--- config.mk ---
export PLATFORM = sky130hd
export DESIGN_NAME = scalar_bitcount_unit
export DESIGN_NICKNAME = d
export VERILOG_FILES = /design/src/rtl/cray_bitcount_pkg.sv /design/src/rtl/bitcount_group.sv /design/src/rtl/scalar_bitcount_unit.sv
export SDC_FILE = /design/constraint.sdc
export NUM_CORES = 1
export LEC_CHECK = 0
export CAP_MARGIN = 20
export CORE_ASPECT_RATIO = 0.5
export CORE_UTILIZATION = 40
export CTS_BUF_LIST = sky130_fd_sc_hd__clkbuf_4
export DETAILED_ROUTE_END_ITERATION = 10
export PLACE_DENSITY = 0.71
export REMOVE_ABC_BUFFERS = 1
export SETUP_SLACK_MARGIN = 0.15
export SLEW_MARGIN = 0
export SYNTH_ARGS = -nofsm -noshare
export SYNTH_HDL_FRONTEND = slang
export SYNTH_SLANG_ARGS = --single-unit
--- constraint.sdc ---
create_clock -name clk -period 8.7 [get_ports clk]
set_input_delay 0.87 -clock clk [delete_from_list [all_inputs] [get_ports clk]]
set_output_delay 0.87 -clock clk [all_outputs]
set_load 0.01 [all_outputs]
--- src/rtl/cray_bitcount_pkg.sv ---
// Shared op encodings and width helpers for the scalar bit-count unit.
package cray_bitcount_pkg;

  typedef enum logic [1:0] {
    OP_POP    = 2'b00,
    OP_LZ     = 2'b01,
    OP_TZ     = 2'b10,
    OP_PARITY = 2'b11
  } op_e;

  // Count width: wide enough to hold data_w itself (all-zero LZ/TZ, all-ones POP).
  function automatic int unsigned cw_of(int unsigned data_w);
    return $clog2(data_w) + 1;
  endfunction

endpackage

--- src/rtl/bitcount_group.sv ---
// One W-bit slice: zero flag, leading/trailing zero counts within the slice, partial pop count.
module bitcount_group #(
  parameter int unsigned W = 8
) (
  input  logic [W-1:0]           x,
  output logic                   zero,
  output logic [$clog2(W)-1:0]   lz,
  output logic [$clog2(W)-1:0]   tz,
  output logic [$clog2(W):0]     pop
);

  localparam int unsigned LW = $clog2(W);
  localparam int unsigned PW = LW + 1;

  always_comb begin
    zero = ~|x;
    lz   = '0;
    tz   = '0;
    pop  = '0;
    // Ascending scan: the last hit is the highest set bit.
    for (int i = 0; i < int'(W); i++) begin
      pop = pop + PW'(x[i]);
      if (x[i]) lz = LW'(int'(W) - 1 - i);
    end
    // Descending scan: the last hit is the lowest set bit.
    for (int i = int'(W) - 1; i >= 0; i--) begin
      if (x[i]) tz = LW'(i);
    end
  end

endmodule

--- src/rtl/scalar_bitcount_unit.sv ---
// Pipelined POP/LZ/TZ/PARITY unit with destination tagging and a POP-vs-short hazard stall.
// Define SCALAR_BITCOUNT_TZ_EN to implement TZ; otherwise op 10 returns 0 at short latency.
module scalar_bitcount_unit
  import cray_bitcount_pkg::*;
#(
  parameter int unsigned DATA_W    = 64,
  parameter int unsigned GROUP_W   = 8,
  parameter int unsigned RES_W     = 24,
  parameter int unsigned DEST_W    = 3,
  parameter int unsigned POP_LAT   = 4,
  parameter int unsigned SHORT_LAT = 3
) (
  input  logic              clk,
  input  logic              rst,
  input  logic              i_valid,
  input  logic [1:0]        i_op,
  input  logic [DATA_W-1:0] i_sj,
  input  logic [DEST_W-1:0] i_dest,
  output logic              o_short_ready,
  output logic              o_valid,
  output logic [RES_W-1:0]  o_result,
  output logic [DEST_W-1:0] o_dest
);

  localparam int unsigned CW  = cw_of(DATA_W);
  localparam int unsigned NG  = DATA_W / GROUP_W;
  localparam int unsigned GD  = POP_LAT - SHORT_LAT;  // POP-only stages ahead of the merge stage
  localparam int unsigned RD  = SHORT_LAT - 1;        // result stages after the merge stage
  localparam int unsigned GLW = $clog2(GROUP_W);
  localparam int unsigned FW  = (NG > GROUP_W) ? NG : GROUP_W;
  localparam int unsigned FLW = $clog2(FW);

  // POP-only delay line
  logic [GD-1:0]             pv_q;
  logic [GD-1:0][DATA_W-1:0] pd_q;
  logic [GD-1:0][DEST_W-1:0] pdst_q;

  logic pop_acc, short_acc;

  // A POP leaving the delay line claims the merge stage next edge; short ops must yield.
  assign o_short_ready = ~pv_q[GD-1];
  assign pop_acc       = i_valid && (i_op == OP_POP);
  assign short_acc     = i_valid && (i_op != OP_POP) && o_short_ready;

  always_ff @(posedge clk or posedge rst) begin
    if (rst) begin
      pv_q   <= '0;
      pd_q   <= '0;
      pdst_q <= '0;
    end else begin
      pv_q[0] <= pop_acc;
      if (pop_acc) begin
        pd_q[0]   <= i_sj;
        pdst_q[0] <= i_dest;
      end
      for (int k = 1; k < int'(GD); k++) begin
        pv_q[k] <= pv_q[k-1];
        if (pv_q[k-1]) begin
          pd_q[k]   <= pd_q[k-1];
          pdst_q[k] <= pdst_q[k-1];
        end
      end
    end
  end

  // Merge stage: POPs arrive from the delay line, short ops directly from the issue port
  logic              m_v_q, m_v_d;
  op_e               m_op_q, m_op_d;
  logic [DATA_W-1:0] m_data_q, m_data_d;
  logic [DEST_W-1:0] m_dest_q, m_dest_d;

  always_comb begin
    m_v_d    = 1'b0;
    m_op_d   = m_op_q;
    m_data_d = m_data_q;
    m_dest_d = m_dest_q;
    if (pv_q[GD-1]) begin
      m_v_d    = 1'b1;
      m_op_d   = OP_POP;
      m_data_d = pd_q[GD-1];
      m_dest_d = pdst_q[GD-1];
    end else if (short_acc) begin
      m_v_d    = 1'b1;
      m_op_d   = op_e'(i_op);
      m_data_d = i_sj;
      m_dest_d = i_dest;
    end
  end

  always_ff @(posedge clk or posedge rst) begin
    if (rst) begin
      m_v_q    <= 1'b0;
      m_op_q   <= OP_POP;
      m_data_q <= '0;
      m_dest_q <= '0;
    end else begin
      m_v_q    <= m_v_d;
      m_op_q   <= m_op_d;
      m_data_q <= m_data_d;
      m_dest_q <= m_dest_d;
    end
  end

  // Group-level counts over the merge-stage operand
  logic [NG-1:0]            g_zero;
  logic [NG-1:0][GLW-1:0]   g_lz, g_tz;
  logic [NG-1:0][GLW:0]     g_pop;
  logic [FW-1:0]            f_vec;
  logic                     all_zero;
  logic [FLW-1:0]           f_lz, f_tz;
  logic [FLW:0]             unused_flag_pop;

  for (genvar g = 0; g < int'(NG); g++) begin : gen_grp
    bitcount_group #(.W(GROUP_W)) u_grp (
      .x    (m_data_q[g*GROUP_W +: GROUP_W]),
      .zero (g_zero[g]),
      .lz   (g_lz[g]),
      .tz   (g_tz[g]),
      .pop  (g_pop[g])
    );
  end

  // Second level over "group non-zero" flags gives the priority group index both ways.
  assign f_vec = FW'(~g_zero);

  bitcount_group #(.W(FW)) u_flag (
    .x    (f_vec),
    .zero (all_zero),
    .lz   (f_lz),
    .tz   (f_tz),
    .pop  (unused_flag_pop)
  );

  logic [FLW-1:0] hi_idx;
  logic [GLW-1:0] lz_sel;
  logic [CW-1:0]  pop_sum, lz_cnt, tz_cnt, res;

  always_comb begin
    hi_idx  = FLW'(FW - 1) - f_lz;
    pop_sum = '0;
    lz_sel  = '0;
    for (int g = 0; g < int'(NG); g++) begin
      pop_sum = pop_sum + CW'(g_pop[g]);
      if (FLW'(g) == hi_idx) lz_sel = g_lz[g];
    end
    // GROUP_W is a power of two, so this sum is {all-zero, group index, in-group count}.
    lz_cnt = all_zero ? CW'(DATA_W)
                      : CW'((NG - 1 - 32'(hi_idx)) * GROUP_W) + CW'(lz_sel);
  end

`ifdef SCALAR_BITCOUNT_TZ_EN
  logic [GLW-1:0] tz_sel;

  always_comb begin
    tz_sel = '0;
    for (int g = 0; g < int'(NG); g++) begin
      if (FLW'(g) == f_tz) tz_sel = g_tz[g];
    end
    tz_cnt = all_zero ? CW'(DATA_W) : CW'(32'(f_tz) * GROUP_W) + CW'(tz_sel);
  end
`else
  logic unused_tz;
  assign tz_cnt    = '0;
  assign unused_tz = ^{g_tz, f_tz};
`endif

  always_comb begin
    res = '0;
    unique case (m_op_q)
      OP_POP:    res = pop_sum;
      OP_LZ:     res = lz_cnt;
      OP_TZ:     res = tz_cnt;
      OP_PARITY: res = CW'(^m_data_q);
      default:   res = '0;
    endcase
  end

  // Result stages; data only moves with a valid token so outputs hold between results.
  logic [RD-1:0]             r_v_q;
  logic [RD-1:0][CW-1:0]     r_res_q;
  logic [RD-1:0][DEST_W-1:0] r_dest_q;

  always_ff @(posedge clk or posedge rst) begin
    if (rst) begin
      r_v_q    <= '0;
      r_res_q  <= '0;
      r_dest_q <= '0;
    end else begin
      r_v_q[0] <= m_v_q;
      if (m_v_q) begin
        r_res_q[0]  <= res;
        r_dest_q[0] <= m_dest_q;
      end
      for (int k = 1; k < int'(RD); k++) begin
        r_v_q[k] <= r_v_q[k-1];
        if (r_v_q[k-1]) begin
          r_res_q[k]  <= r_res_q[k-1];
          r_dest_q[k] <= r_dest_q[k-1];
        end
      end
    end
  end

  assign o_valid  = r_v_q[RD-1];
  assign o_result = RES_W'(r_res_q[RD-1]);
  assign o_dest   = r_dest_q[RD-1];

endmodule

# Word level (Yosys, flattened, before mapping)
# Cells that the tools add are included.
# word_totals
ff_bits	160
out_inout_bits	29
word_cells	206
# op_classes
n_addsub	66
eq_ne	10
mux	90
n_bitwise	2
n_reduce_logical	26
# op_table
operator	count
3-bit 2-to-1 mux	82
4-bit by 1-bit adder with 4-bit output	48
64-bit 2-to-1 mux	2
8-bit OR reduction	9
64-bit parity	1
7-bit by 4-bit adder with 7-bit output	4
7-bit one-hot mux with 4 select lines	1
1-bit by 1-bit adder with 2-bit output	8
3-bit equality test (first input constant)	4
1-bit logical NOT	8
8-bit NOT	1
6-bit by 4-bit adder with 7-bit output	1
7-bit by 3-bit adder with 7-bit output	1
7-bit 2-to-1 mux	1
5-bit by 4-bit adder with 6-bit output	1
2-bit by 3-bit equality test with 1-bit output (first input constant)	2
4-bit by 4-bit adder with 5-bit output	1
2-bit equality test (second input constant)	2
2-bit logical NOT	2
2-bit 2-to-1 mux	2
2-bit nonzero test	2
3-bit by 3-bit subtractor with 4-bit output (first input constant)	1
1-bit by 3-bit equality test with 1-bit output (first input constant)	1
1-bit logical AND	3
5 further kinds	6

# Longest topological paths before layout
# Gate-level depths: netlist of run 1.
# logic_depth
depth_word	24
ltp_mapped	25
depth_no_buf	25

# Hierarchy
# From an unflattened synthesis of run 1, not the netlist that was laid out.
# hier_totals
hier_cells	1111
hier_area_um2	11330.9
# by_module_without_submodules
module	instances	cells_per_inst	area_per_inst_um2	seq_area_each_um2
scalar_bitcount_unit	1	715	8274.2	4003.8
bitcount_group at gen_grp[0].u_grp ...	5	44	339.1	0.0
bitcount_group at gen_grp[5].u_grp ...	4	44	340.3	0.0

# Least setup slack after synthesis of run 1
# No wires, ideal clock.
# synth_path
path_type	reg-to-reg
from	register m_data_q[0]
to	register r_res_q[5] (netlist bit)
setup_ns	0.125
t_arrival_ns	6.009
required_time_ns	8.575
slack_ns	2.566
stages_incl_launch_ff	24
n_path_buf	0
period_less_slack_ns	6.134
path_cell_list	dfrtp_1 -> inv_1 -> ha_1 -> inv_1 -> fa_1 -> fa_1 -> inv_1 -> fa_1 -> fa_1 -> xor2_1 -> fa_1 -> fa_1 -> fa_1 -> inv_1 -> fa_1 -> inv_1 -> ha_1 -> a21o_1 -> a21oi_1 -> xor2_1 -> nor2_1 -> a21oi_1 -> nor2_1 -> mux2_2
# synth_between
elab_chain_cells	24
word_cells_on_any_way	55
classes_between	add/sub: 17; eq/ne: 7; mux: 26; bitwise: 1; reduce/logical: 4
# synth_rtl
item	line_no	text
start: declaration	scalar_bitcount_unit.sv:69	logic [DATA_W-1:0] m_data_q, m_data_d;
start signal: assignment	scalar_bitcount_unit.sv:99	m_data_q <= m_data_d;
parallel branches: the longest is 23 deep, another holds 6-bit by 4-bit adder with 7-bit output	--	
7-bit one-hot mux with 4 select lines (*)	scalar_bitcount_unit.sv:169	unique case (m_op_q)
end signal: indexed assignment	scalar_bitcount_unit.sv:197	r_res_q[k] <= r_res_q[k-1];
end: declaration	scalar_bitcount_unit.sv:180	logic [RD-1:0][CW-1:0] r_res_q;
# Every way passes the cells marked *.
# A chain may end at the register's enable or synchronous reset.

# Worst setup path after layout of run 1
# Same ends and word-level chain as after synthesis.

==> metrics.md, run 1 <==
| Metric | Value |
|---|---|
| Top library cells by usage in the layout, fill and taps aside | `sky130_fd_sc_hd__dfrtp_1, sky130_fd_sc_hd__inv_1, sky130_fd_sc_hd__nand2_1` |
| Buffer depth of the longest clock path | `2` |
| Number of buffer and inverter instances along the worst setup path | `5` |
| Number of nets with antenna violations after detailed routing | `0` |
| Clock tree from TritonCTS | `yes` |
| Number of gates given a new drive strength after cts | `0` |
| Final cycle utilization of the critical path | `74.3%` |
| Worst r2r path cells | `23` |
| GRT Util Overall | `18.3%` |
| First-iteration detailed-routing DRC count | `361` |
| Number of top-level pins | `101` |
| Total via count after detailed routing | `6962` |
| Library cells used by synthesis | `50` |
| Worst slew pin tran | `0.926 ns` |
| Kind of start point of the critical path | `flop` |
| Maximum net fanout on the critical path | `4` |
| Outcome | `completed` |
| Via-to-Cell Ratio | `4.91` |
| Fin nets | `1263` |
| Crit path max-delay family | `adder cells` |
| Routability congestion estimate | `0.940` |
| Clock sinks | `160` |
| Mean instance size in the synthesized netlist | `10.5 sq um` |
| Hold Violations, Final | `0` |
| Async set or reset register ratio after synthesis | `100%` |
| Wire length of the first global-routing pass | `37500 um` |
| Die outline height | `117 um` |
| Highest clock rate | `0.155 GHz` |
| FILL cells | `2327` |
| CP Capture Type | `flop` |
| Crit-path most repeated cell | `sky130_fd_sc_hd__fa_1` |
| Number of global-route vias before repair | `7018` |
| Reg clk slew, reported paths | `0.14 ns` |
| HPWL Detailed | `18200 um` |
| Post-CTS Hold Fix Bufs | `0` |
| EDFF count, synth | `0` |
| Number of standard cells after synthesis | `998` |
| Setup repair after global routing missed its margin | `no` |
| Finished Cell Area | `11900 sq um` |
| Most frequently used flop master after synthesis | `sky130_fd_sc_hd__dfrtp_1` |
| Leading cell type in the layout, fill and taps excluded | `sky130_fd_sc_hd__dfrtp_1` |
| Setup-violating endpoint count in the final report | `0` |
| Average routed wire per standard cell | `16.2 um` |
| PortBufs | `83` |
| Clock network latency to the later pin of the worst-skew pair | `0.61 ns` |
| Setup repair bufs after CTS | `0` |
| Core box area | `25500 sq um` |
| Area taken by flip-flops and latches | `4010 sq um` |
| Max H-tree Level | `4` |
| Floorplan row count | `41` |
| Number of cells on the worst hold path | `2` |
| Number of synthesized register bits | `160` |
| Maximum number of pins on one net before global-route repair | `136` |
| Total die area | `27000 sq um` |
| Antenna violations before repair | `0` |
| Critical path's largest stage delay | `0.59 ns` |
| Overflow left after global routing | `0` |
| TritonRoute pass-1 iters | `5` |
| Post-place setup slack | `2.26 ns` |
| Share of post-route cells with drive strength above 1 | `11.9%` |
| Post-Route Setup TNS | `0 ns` |
| Worst path required time | `9.21 ns` |
| Area used by multi-input combinational logic | `5750 sq um` |
| Type of the worst min-delay path | `reg2reg` |
| Syn-to-layout area delta | `12.9%` |
| Logic depth of the worst setup path including buffers | `23` |
| Slew headroom | `38.3%` |
| Tmin final | `6.47 ns` |
| Final Hold Slack | `0.500 ns` |
| Final routed wirelength across all metal layers | `22900 um` |
| Data arrival time of the worst path | `6.97 ns` |
| Yosys synthesis warning count | `0` |
| CTS root buf | `sky130_fd_sc_hd__clkbuf_4` |
| Total DRC errors in the routed layout | `0` |
| List of cells traversed by the critical path | `inv_1, ha_1, inv_1, fa_1, fa_1, inv_1, fa_1, fa_1, xor2_1, fa_1, fa_1, fa_1, inv_1, fa_1, inv_1, ha_1, a21o_1, a21oi_1, xor2_1, nor2_1, a21oi_1, nor2_1, mux2_2` |
| Horizontal die dimension | `231 um` |
| Initial cell density of the core | `41.3%` |
| Cell area after placement | `11600 sq um` |
| Slowest cell on the critical path | `sky130_fd_sc_hd__fa_1` |
| Type of the worst setup path | `reg2reg` |
| Proportion of synthesized chip area in sequential cells | `38.0%` |
| Setup slack of the critical path after layout | `2.23 ns` |
| Clock buffers created by TritonCTS | `17` |
| Max_cap viols | `0` |
| Count of final max-slew check failures | `0` |
| Maximum clock skew at final layout | `0.0275 ns` |
| Cell area after synthesis | `10500 sq um` |
-- worst min-delay path: cells and delay by family (launching register included) --
family,cells,cell delay [ns]
and+or+nand+nor,1,0.04
DFF,1,0.37
AOI/OAI and AO/OA,1,0.06
-- per-layer routing --
layer	up-vias	wire [um]	global-route usage (%)
li1	3408	-	-
met1	3442	12200	27.0
met2	95	9670	27.0
met3	17	792	3.66
met4	0	248	5.03
met5	-	0	0
-- through the flow --
step                util [%]  cells
floorplan                  -    952
global placement        45.4   1383
detailed placement      45.4   1383
CTS                     46.5   1415
global route            46.6   1416
finish                  46.6   1417
-- cells by family (layout without fill, tap and decap cells) --
| logic type | after synthesis | in the layout | synth area share [%] |
|---|---|---|---|
| other | 1 | 18 | 0.0356 |
| XOR/XNOR | 41 | 41 | 3.41 |
| AO/OA/AOI/OAI | 147 | 147 | 8.12 |
| adder cells (fa/ha/maj) | 132 | 132 | 19.6 |
| flip-flops | 160 | 160 | 38.0 |
| AND/OR/NAND/NOR | 168 | 168 | 7.53 |
| multiplexers | 149 | 149 | 15.1 |
| buffers and inverters | 200 | 258 | 8.10 |
-- Yosys cell counts (all sizes together), types with 2 or more instances --
cell type	instances	share of area (%)
a311oi	2	0.17
a31oi	6	0.36
ha	77	9.2
xnor2	32	2.7
or4	3	0.25
mux2	81	8.7
a21o	3	0.21
clkbuf	33	1.2
nand3	6	0.29
nand4	9	0.71
xor2	9	0.75
nand2	84	3.0
o2bb2ai	2	0.17
fa	55	10
a21oi	23	1.1
o21a	6	0.43
nor3	16	0.76
dfrtp	160	38
nor4	3	0.18
a32oi	2	0.17
nor2	26	0.93
or3	3	0.18
o31ai	3	0.21
and4	6	0.51
o21bai	6	0.43
o21ai	83	3.9
nor2b	8	0.48
a311o	2	0.19
buf	29	2.0
inv	138	4.9
mux2i	68	6.5
-- registers in the layout, indices dropped and copies added, names as in the netlist --
| name | count |
|---|---|
| m_data_q | 64 |
| m_dest_q | 3 |
| m_op_q | 2 |
| m_v_q | 1 |
| o_dest | 3 |
| o_result | 7 |
| pd_q | 64 |
| pdst_q | 3 |
| pv_q | 1 |
| r_dest_q | 3 |
| r_res_q | 7 |
| r_v_q | 2 |
-- area by class of cell --
cell class / count / area share, %
Clock buffer: 17 / 1.07
Antenna cell: 1 / 0.0211
Sequential cell: 160 / 33.7
Inverter: 138 / 4.40
Tap cell: 344 / 3.62
Timing Repair Buffer: 88 / 7.48
Clock inverter: 15 / 1.34
Multi-Input combinational cell: 654 / 48.3
-- worst paths after layout --
| kind | from | end | slack, ns |
|---|---|---|---|
| max in group asynchronous | rst | pd_q[26] | 6.53 |
| min reg2reg | m_dest_q[2] | m_dest_q[2] | 0.50 |
| max reg2reg | m_data_q[0] | r_res_q[5] | 2.23 |
| max | m_data_q[0] | r_res_q[5] | 2.23 |
| min in group asynchronous | rst | pd_q[34] | 0.75 |
| min | m_dest_q[2] | m_dest_q[2] | 0.50 |
Power of run 1 is left out: the tool's default activity adds up to more than one toggle a clock period on the data nets, which glitch-free logic cannot reach.
==> inputs of run 2 (changes only) <==
- PLACE_DENSITY: 0.71 -> 0.73
- clock period: 8.7 -> 5.8 ns (I/O delays scaled with it)
==> run 2 against run 1 <==
The run now ends with setup timing left. Worst setup slack got worse by 2.5 ns. Utilization grew 2.5 points. Critical path depth up 1. Die area stayed put.
==> metrics.md, run 2 (same netlist as run 1, synthesis figures left out) <==
| Metric | Value |
|---|---|
| Outcome | `finished, violations left` |
| Violations in the final reports | `setup timing` |
| Number of buffer and inverter instances along the worst setup path | `6 (+1)` |
| Horizontal die dimension | `231 um (unchanged)` |
| Number of standard cells in the final layout excluding fillers | `1482 (+4.6%)` |
| First-iteration detailed-routing DRC count | `480 (+33%)` |
| Crit path max-delay family | `adder cells` |
| Maximum net fanout on the critical path | `2 (-2)` |
| Final cycle utilization of the critical path | `104% (+30 points)` |
| Cell area after placement | `12000 sq um (+3.7%)` |
| Data arrival time of the worst path | `6.56 ns (-0.41 ns)` |
| Setup-violating endpoint count in the final report | `4 (+4)` |
| Slew headroom | `38.6% (+0.38 points)` |
| Via-to-Cell Ratio | `4.89 (-0.54%)` |
| Routability congestion estimate | `0.921 (-2.0%)` |
| TritonRoute pass-1 iters | `5 (unchanged)` |
| Clock sinks | `160 (unchanged)` |
| Setup repair after global routing missed its margin | `yes` |
| Max_cap viols | `0 (unchanged)` |
| Top library cells by usage in the layout, fill and taps aside | `sky130_fd_sc_hd__dfrtp_1, sky130_fd_sc_hd__inv_1, sky130_fd_sc_hd__clkdlybuf4s50_1` |
| Number of top-level pins | `101 (unchanged)` |
| Kind of start point of the critical path | `flop` |
| Cell total after placement | `1440 (+4.1%)` |
| Fin nets | `1328 (+5.1%)` |
| Buffer depth of the longest clock path | `2 (unchanged)` |
| Type of the worst setup path | `reg2reg` |
| Clock network latency to the later pin of the worst-skew pair | `0.60 ns (about the same)` |
| Initial cell density of the core | `41.3% (unchanged)` |
| Registers with the highest flip-flop counts | `m_data_q x64, pd_q x64` |
| PortBufs | `83 (unchanged)` |
| List of cells traversed by the critical path | `inv_2, ha_4, inv_2, fa_1, fa_1, fa_2, fa_2, xor2_1, buf_4, fa_1, inv_2, fa_2, fa_1, inv_1, fa_1, inv_2, ha_4, a21o_1, a21oi_2, xor2_1, nor2_1, a21oi_1, nor2_1, mux2_4` |
| Max H-tree Level | `4 (unchanged)` |
| Floorplan row count | `41 (unchanged)` |
| Post-Route Setup TNS | `-0.597 ns (-0.597 ns)` |
| Critical path's largest stage delay | `0.51 ns (-0.08 ns)` |
| Crit-path most repeated cell | `sky130_fd_sc_hd__fa_1` |
| CTS root buf | `sky130_fd_sc_hd__clkbuf_4` |
| Count of final max-slew check failures | `0 (unchanged)` |
| Die outline height | `117 um (unchanged)` |
| HPWL Detailed | `18800 um (+3.0%)` |
| Total via count after detailed routing | `7242 (+4.0%)` |
| Number of global-route vias before repair | `7573 (+7.9%)` |
| Reg clk slew, reported paths | `0.14 ns (about the same)` |
| Worst path required time | `6.31 ns (-2.90 ns)` |
| Share of post-route cells with drive strength above 1 | `20.2% (+8.3 points)` |
| Clock tree from TritonCTS | `yes` |
| GRT Util Overall | `18.7% (+0.43 points)` |
| Post-CTS Hold Fix Bufs | `0 (unchanged)` |
| Clock buffers created by TritonCTS | `17 (unchanged)` |
| FILL cells | `2302 (-1.1%)` |
| Total DRC errors in the routed layout | `0 (unchanged)` |
| Final routed wirelength across all metal layers | `23700 um (+3.2%)` |
| CP Capture Type | `flop` |
| Syn-to-layout area delta | `19.1%` |
| Overflow left after global routing | `0 (unchanged)` |
| Total die area | `27000 sq um (unchanged)` |
| Maximum number of pins on one net before global-route repair | `136 (unchanged)` |
| Antenna violations before repair | `0 (unchanged)` |
| Wire length of the first global-routing pass | `38700 um (+3.3%)` |
| Number of nets with antenna violations after detailed routing | `0 (unchanged)` |
| Highest clock rate | `0.165 GHz (+6.9%)` |
| Launching instance or port of the critical path | `m_data_q[33]` |
| Worst slew pin tran | `0.918 ns (-0.00787 ns)` |
| Leading cell type in the layout, fill and taps excluded | `sky130_fd_sc_hd__dfrtp_1` |
| Core box area | `25500 sq um (unchanged)` |
| Slowest cell on the critical path | `sky130_fd_sc_hd__fa_1` |
| Setup slack of the critical path after layout | `-0.249 ns (-2.48 ns)` |
| Average routed wire per standard cell | `16.0 um (-1.3%)` |
| Finished Cell Area | `12500 sq um (+5.4%)` |
| Type of the worst min-delay path | `in2async` |
| Hold Violations, Final | `0 (unchanged)` |
| Origin of the critical flop-to-flop path | `m_data_q[33]` |
| Maximum clock skew at final layout | `0.0217 ns (-0.00575 ns)` |
| Tmin final | `6.05 ns (-0.417 ns)` |
## run 2: cell types whose count changed in the layout (fill, tap and decap cells not counted), sizes merged
| cell | delta |
|---|---|
| clkinvlp | -1 |
| buf | +65 |
| bufinv | +1 |
## run 2: per-stage QoR
step                hold slack [ns]  worst slack (ns)  util (%)
global route                  0.443            -0.547      49.1
global placement              0.464            -0.426      47.0
detailed placement            0.470            -0.562      47.0
floorplan                     0.444             -1.02         -
finish                        0.428            -0.249      49.1
CTS                           0.408            -0.309      48.9
## run 2: final cells by class
type	instances	area (sq um)	share of cell area (%)
multi-input cells	654	5880	46.9
flip-flops and latches	160	4010	32.0
repair buffers	153	1380	11.0
inverters	138	523	4.17
well taps	344	430	3.44
clock inverters	15	183	1.46
clock buffers	17	128	1.02
diodes	1	2.50	0.0200
## run 2: metal layers
metal  track usage (%)  wire length (um)  up-vias
met3              4.10              1020       17
met2              29.1             10300      116
li1                  -                 -     3529
met4              4.28               218        0
met5                 0                 0        -
met1              26.6             12200     3580
## run 2: worst register-to-register path, cell delays in order, from the launching register on
cell and delay, ns:
sky130_fd_sc_hd__dfrtp_1 0.38, sky130_fd_sc_hd__inv_2 0.06, sky130_fd_sc_hd__ha_4 0.26, sky130_fd_sc_hd__inv_2 0.03, sky130_fd_sc_hd__fa_1 0.51, sky130_fd_sc_hd__fa_1 0.44
sky130_fd_sc_hd__fa_2 0.38, sky130_fd_sc_hd__fa_2 0.40, sky130_fd_sc_hd__xor2_1 0.15, sky130_fd_sc_hd__buf_4 0.14, sky130_fd_sc_hd__fa_1 0.49, sky130_fd_sc_hd__inv_2 0.05
sky130_fd_sc_hd__fa_2 0.45, sky130_fd_sc_hd__fa_1 0.51, sky130_fd_sc_hd__inv_1 0.05, sky130_fd_sc_hd__fa_1 0.50, sky130_fd_sc_hd__inv_2 0.05, sky130_fd_sc_hd__ha_4 0.15
sky130_fd_sc_hd__a21o_1 0.18, sky130_fd_sc_hd__a21oi_2 0.13, sky130_fd_sc_hd__xor2_1 0.15, sky130_fd_sc_hd__nor2_1 0.05, sky130_fd_sc_hd__a21oi_1 0.13, sky130_fd_sc_hd__nor2_1 0.07
sky130_fd_sc_hd__mux2_4 0.26
## run 2: what timing repair did
item | CTS | global route
buffers inserted | 6 | 2
pin swaps | 21 | 5
endpoints found under the hold margin | 0 | 0
setup endpoints to repair | 5 | 5
resized for setup | 31 | 7
## run 2: worst paths after layout
kind                               end  slack (ns)  cells after the start
setup / recovery            r_res_q[5]       -0.25                     24
hold / removal                pd_q[35]        0.43                      2
setup reg to reg            r_res_q[5]       -0.25                     24
hold reg to reg            m_dest_q[1]        0.50                      2
max in group asynchronous         pv_q        4.27                      3
min in group clk           m_dest_q[1]        0.50                      2
Power of run 2 is left out for the same reason.
==> inputs of run 3 (changes only) <==
- GPL_TIMING_DRIVEN: unset -> 0
==> run 3 against run 2 <==
Sequential share of layout area grew 0.45 points. Global-route usage fell by 0.40 points. Maximum frequency is 0.56% lower. The run still ends with setup timing left. Largest cell class unchanged. Critical endpoint unchanged. Worst setup slack got worse by 0.034 ns. Via count shrank 2.1%. Wire length decreased by 2.5%.
==> metrics.md, run 3 (same netlist as run 1, synthesis figures left out) <==
| Metric | Value |
|---|---|
| CP Capture Type | `flop` |
| Core box area | `25500 sq um (unchanged)` |
| Antenna violations before repair | `0 (unchanged)` |
| Reg clk slew, reported paths | `0.14 ns (about the same)` |
| Number of top-level pins | `101 (unchanged)` |
| Met3 layer wire length in the routed design | `1120 um (+9.8%)` |
| Maximum net fanout on the critical path | `3 (+1)` |
| Type of the worst setup path | `reg2reg` |
| Clock buffers created by TritonCTS | `17 (unchanged)` |
| PortBufs | `83 (unchanged)` |
| Clock network latency to the later pin of the worst-skew pair | `0.60 ns (about the same)` |
| Hold Violations, Final | `0 (unchanged)` |
| Highest layer used for signal routing | `met4` |
| Post-place setup slack | `-0.746 ns (-0.184 ns)` |
| Worst path required time | `6.29 ns (-0.02 ns)` |
| Clock sinks | `160 (unchanged)` |
| Post-Route M1 WL | `11500 um (-5.3%)` |
| Syn-to-layout area delta | `17.4%` |
| Maximum number of pins on one net before global-route repair | `93 (-32%)` |
| Outcome | `finished, violations left` |
| Buffer depth of the longest clock path | `2 (unchanged)` |
| Type of the worst min-delay path | `in2async` |
| Tmin final | `6.08 ns (+0.0343 ns)` |
| Post-CTS Hold Fix Bufs | `0 (unchanged)` |
| Post-Route Setup TNS | `-0.863 ns (-0.265 ns)` |
| Total DRC errors in the routed layout | `0 (unchanged)` |
| FILL cells | `2250 (-2.3%)` |
| TritonRoute pass-1 iters | `5 (unchanged)` |
| Met2 wirelength from detailed routing | `10200 um (-0.99%)` |
| Final Hold Slack | `0.448 ns (+0.0198 ns)` |
| Setup repair after global routing missed its margin | `yes` |
| Share of post-route cells with drive strength above 1 | `17.7% (-2.6 points)` |
| Via-to-Cell Ratio | `4.93 (+0.97%)` |
| Final routed wirelength across all metal layers | `23100 um (-2.5%)` |
| HPWL Detailed | `18100 um (-3.7%)` |
| Total via count after detailed routing | `7090 (-2.1%)` |
| First-iteration detailed-routing DRC count | `462 (-3.8%)` |
| Data arrival time of the worst path | `6.57 ns (about the same)` |
| Top library cells by usage in the layout, fill and taps aside | `sky130_fd_sc_hd__dfrtp_1, sky130_fd_sc_hd__inv_1, sky130_fd_sc_hd__clkdlybuf4s50_1` |
| Fin nets | `1283 (-3.4%)` |
| Average routed wire per standard cell | `16.1 um (+0.58%)` |
| Total die area | `27000 sq um (unchanged)` |
| Number of global-route vias before repair | `7427 (-1.9%)` |
| GRT Util Overall | `18.3% (-0.40 points)` |
| Initial cell density of the core | `41.3% (unchanged)` |
| Leading cell type in the layout, fill and taps excluded | `sky130_fd_sc_hd__dfrtp_1` |
| Overflow left after global routing | `0 (unchanged)` |
| Maximum clock skew at final layout | `0.0218 ns (+0.0000737 ns)` |
| Slew headroom | `37.8% (-0.85 points)` |
| Registers with the highest flip-flop counts | `m_data_q x64, pd_q x64` |
| Max H-tree Level | `4 (unchanged)` |
| Die outline height | `117 um (unchanged)` |
| Setup-violating endpoint count in the final report | `4 (unchanged)` |
| Number of nets with antenna violations after detailed routing | `0 (unchanged)` |
| Count of final max-slew check failures | `0 (unchanged)` |
| Final cycle utilization of the critical path | `105% (+0.59 points)` |
| Max_cap viols | `0 (unchanged)` |
| Setup slack of the critical path after layout | `-0.283 ns (-0.0343 ns)` |
| Floorplan row count | `41 (unchanged)` |
| Worst r2r path cells | `23 (-4.2%)` |
| Violations in the final reports | `setup timing` |
| Highest clock rate | `0.164 GHz (-0.56%)` |
| Horizontal die dimension | `231 um (unchanged)` |
| Worst slew pin tran | `0.931 ns (+0.0129 ns)` |
| CTS root buf | `sky130_fd_sc_hd__clkbuf_4` |
| Routability congestion estimate | `0.923 (+0.26%)` |
| Clock tree from TritonCTS | `yes` |
| Kind of start point of the critical path | `flop` |
| Wire length of the first global-routing pass | `38100 um (-1.6%)` |
[run 3: critical path, cell delays in order (launching register included)]
cell and delay, ns:
sky130_fd_sc_hd__dfrtp_1 0.41, sky130_fd_sc_hd__inv_2 0.08, sky130_fd_sc_hd__ha_4 0.27, sky130_fd_sc_hd__inv_2 0.04, sky130_fd_sc_hd__fa_1 0.50, sky130_fd_sc_hd__fa_1 0.50, sky130_fd_sc_hd__inv_1 0.05, sky130_fd_sc_hd__fa_2 0.35
sky130_fd_sc_hd__fa_2 0.36, sky130_fd_sc_hd__xor2_2 0.16, sky130_fd_sc_hd__fa_2 0.35, sky130_fd_sc_hd__fa_1 0.49, sky130_fd_sc_hd__fa_1 0.54, sky130_fd_sc_hd__inv_1 0.05, sky130_fd_sc_hd__fa_1 0.50, sky130_fd_sc_hd__inv_1 0.05
sky130_fd_sc_hd__ha_1 0.27, sky130_fd_sc_hd__a21o_1 0.18, sky130_fd_sc_hd__a21oi_2 0.14, sky130_fd_sc_hd__xor2_1 0.17, sky130_fd_sc_hd__nor2_1 0.06, sky130_fd_sc_hd__a21oi_1 0.13, sky130_fd_sc_hd__nor2_1 0.06, sky130_fd_sc_hd__mux2_4 0.26
[run 3: path summary, 6_finish.rpt]
kind                                   from  slack [ns]           end
max in group asynchronous               rst        4.45          pv_q
worst max-delay path            m_data_q[1]       -0.28    r_res_q[5]
worst min register to register  m_dest_q[0]        0.51   m_dest_q[0]
min in group clk                m_dest_q[0]        0.51   m_dest_q[0]
worst min-delay path                    rst        0.45  m_data_q[39]
worst max register to register  m_data_q[1]       -0.28    r_res_q[5]
[run 3: stage by stage]
step                      utilization (%)  cells  cell area, sq um
after floorplan                         -    952             10200
after CTS                            48.0   1432             12200
final                                48.5   1437             12400
after global placement               45.1   1379             11500
after global routing                 48.5   1436             12400
after detailed placement             45.8   1385             11700
[run 3: routing by layer]
layer  track usage, %  vias up
li1                 -     3442
met3             3.83       17
met5                0        -
met4             5.61        0
met2             28.3      129
met1             25.8     3502
[run 3: layout make-up]
class,count,area [sq um],area share (%)
clock buffers,17,128,1.03
diodes,1,2.50,0.0203
multi-input cells,654,5970,48.3
clock inverters,15,191,1.55
repair buffers,108,1110,8.97
flip-flops and latches,160,4010,32.4
well taps,344,430,3.48
inverters,138,523,4.23
[run 3: repair_timing]
item                                    4_1_cts  5_1_grt
pin swaps                                    23       11
endpoints found under the setup margin        5        5
gates resized for setup                      31       23
buffers inserted                             15        4
Power of run 3 is left out for the same reason.
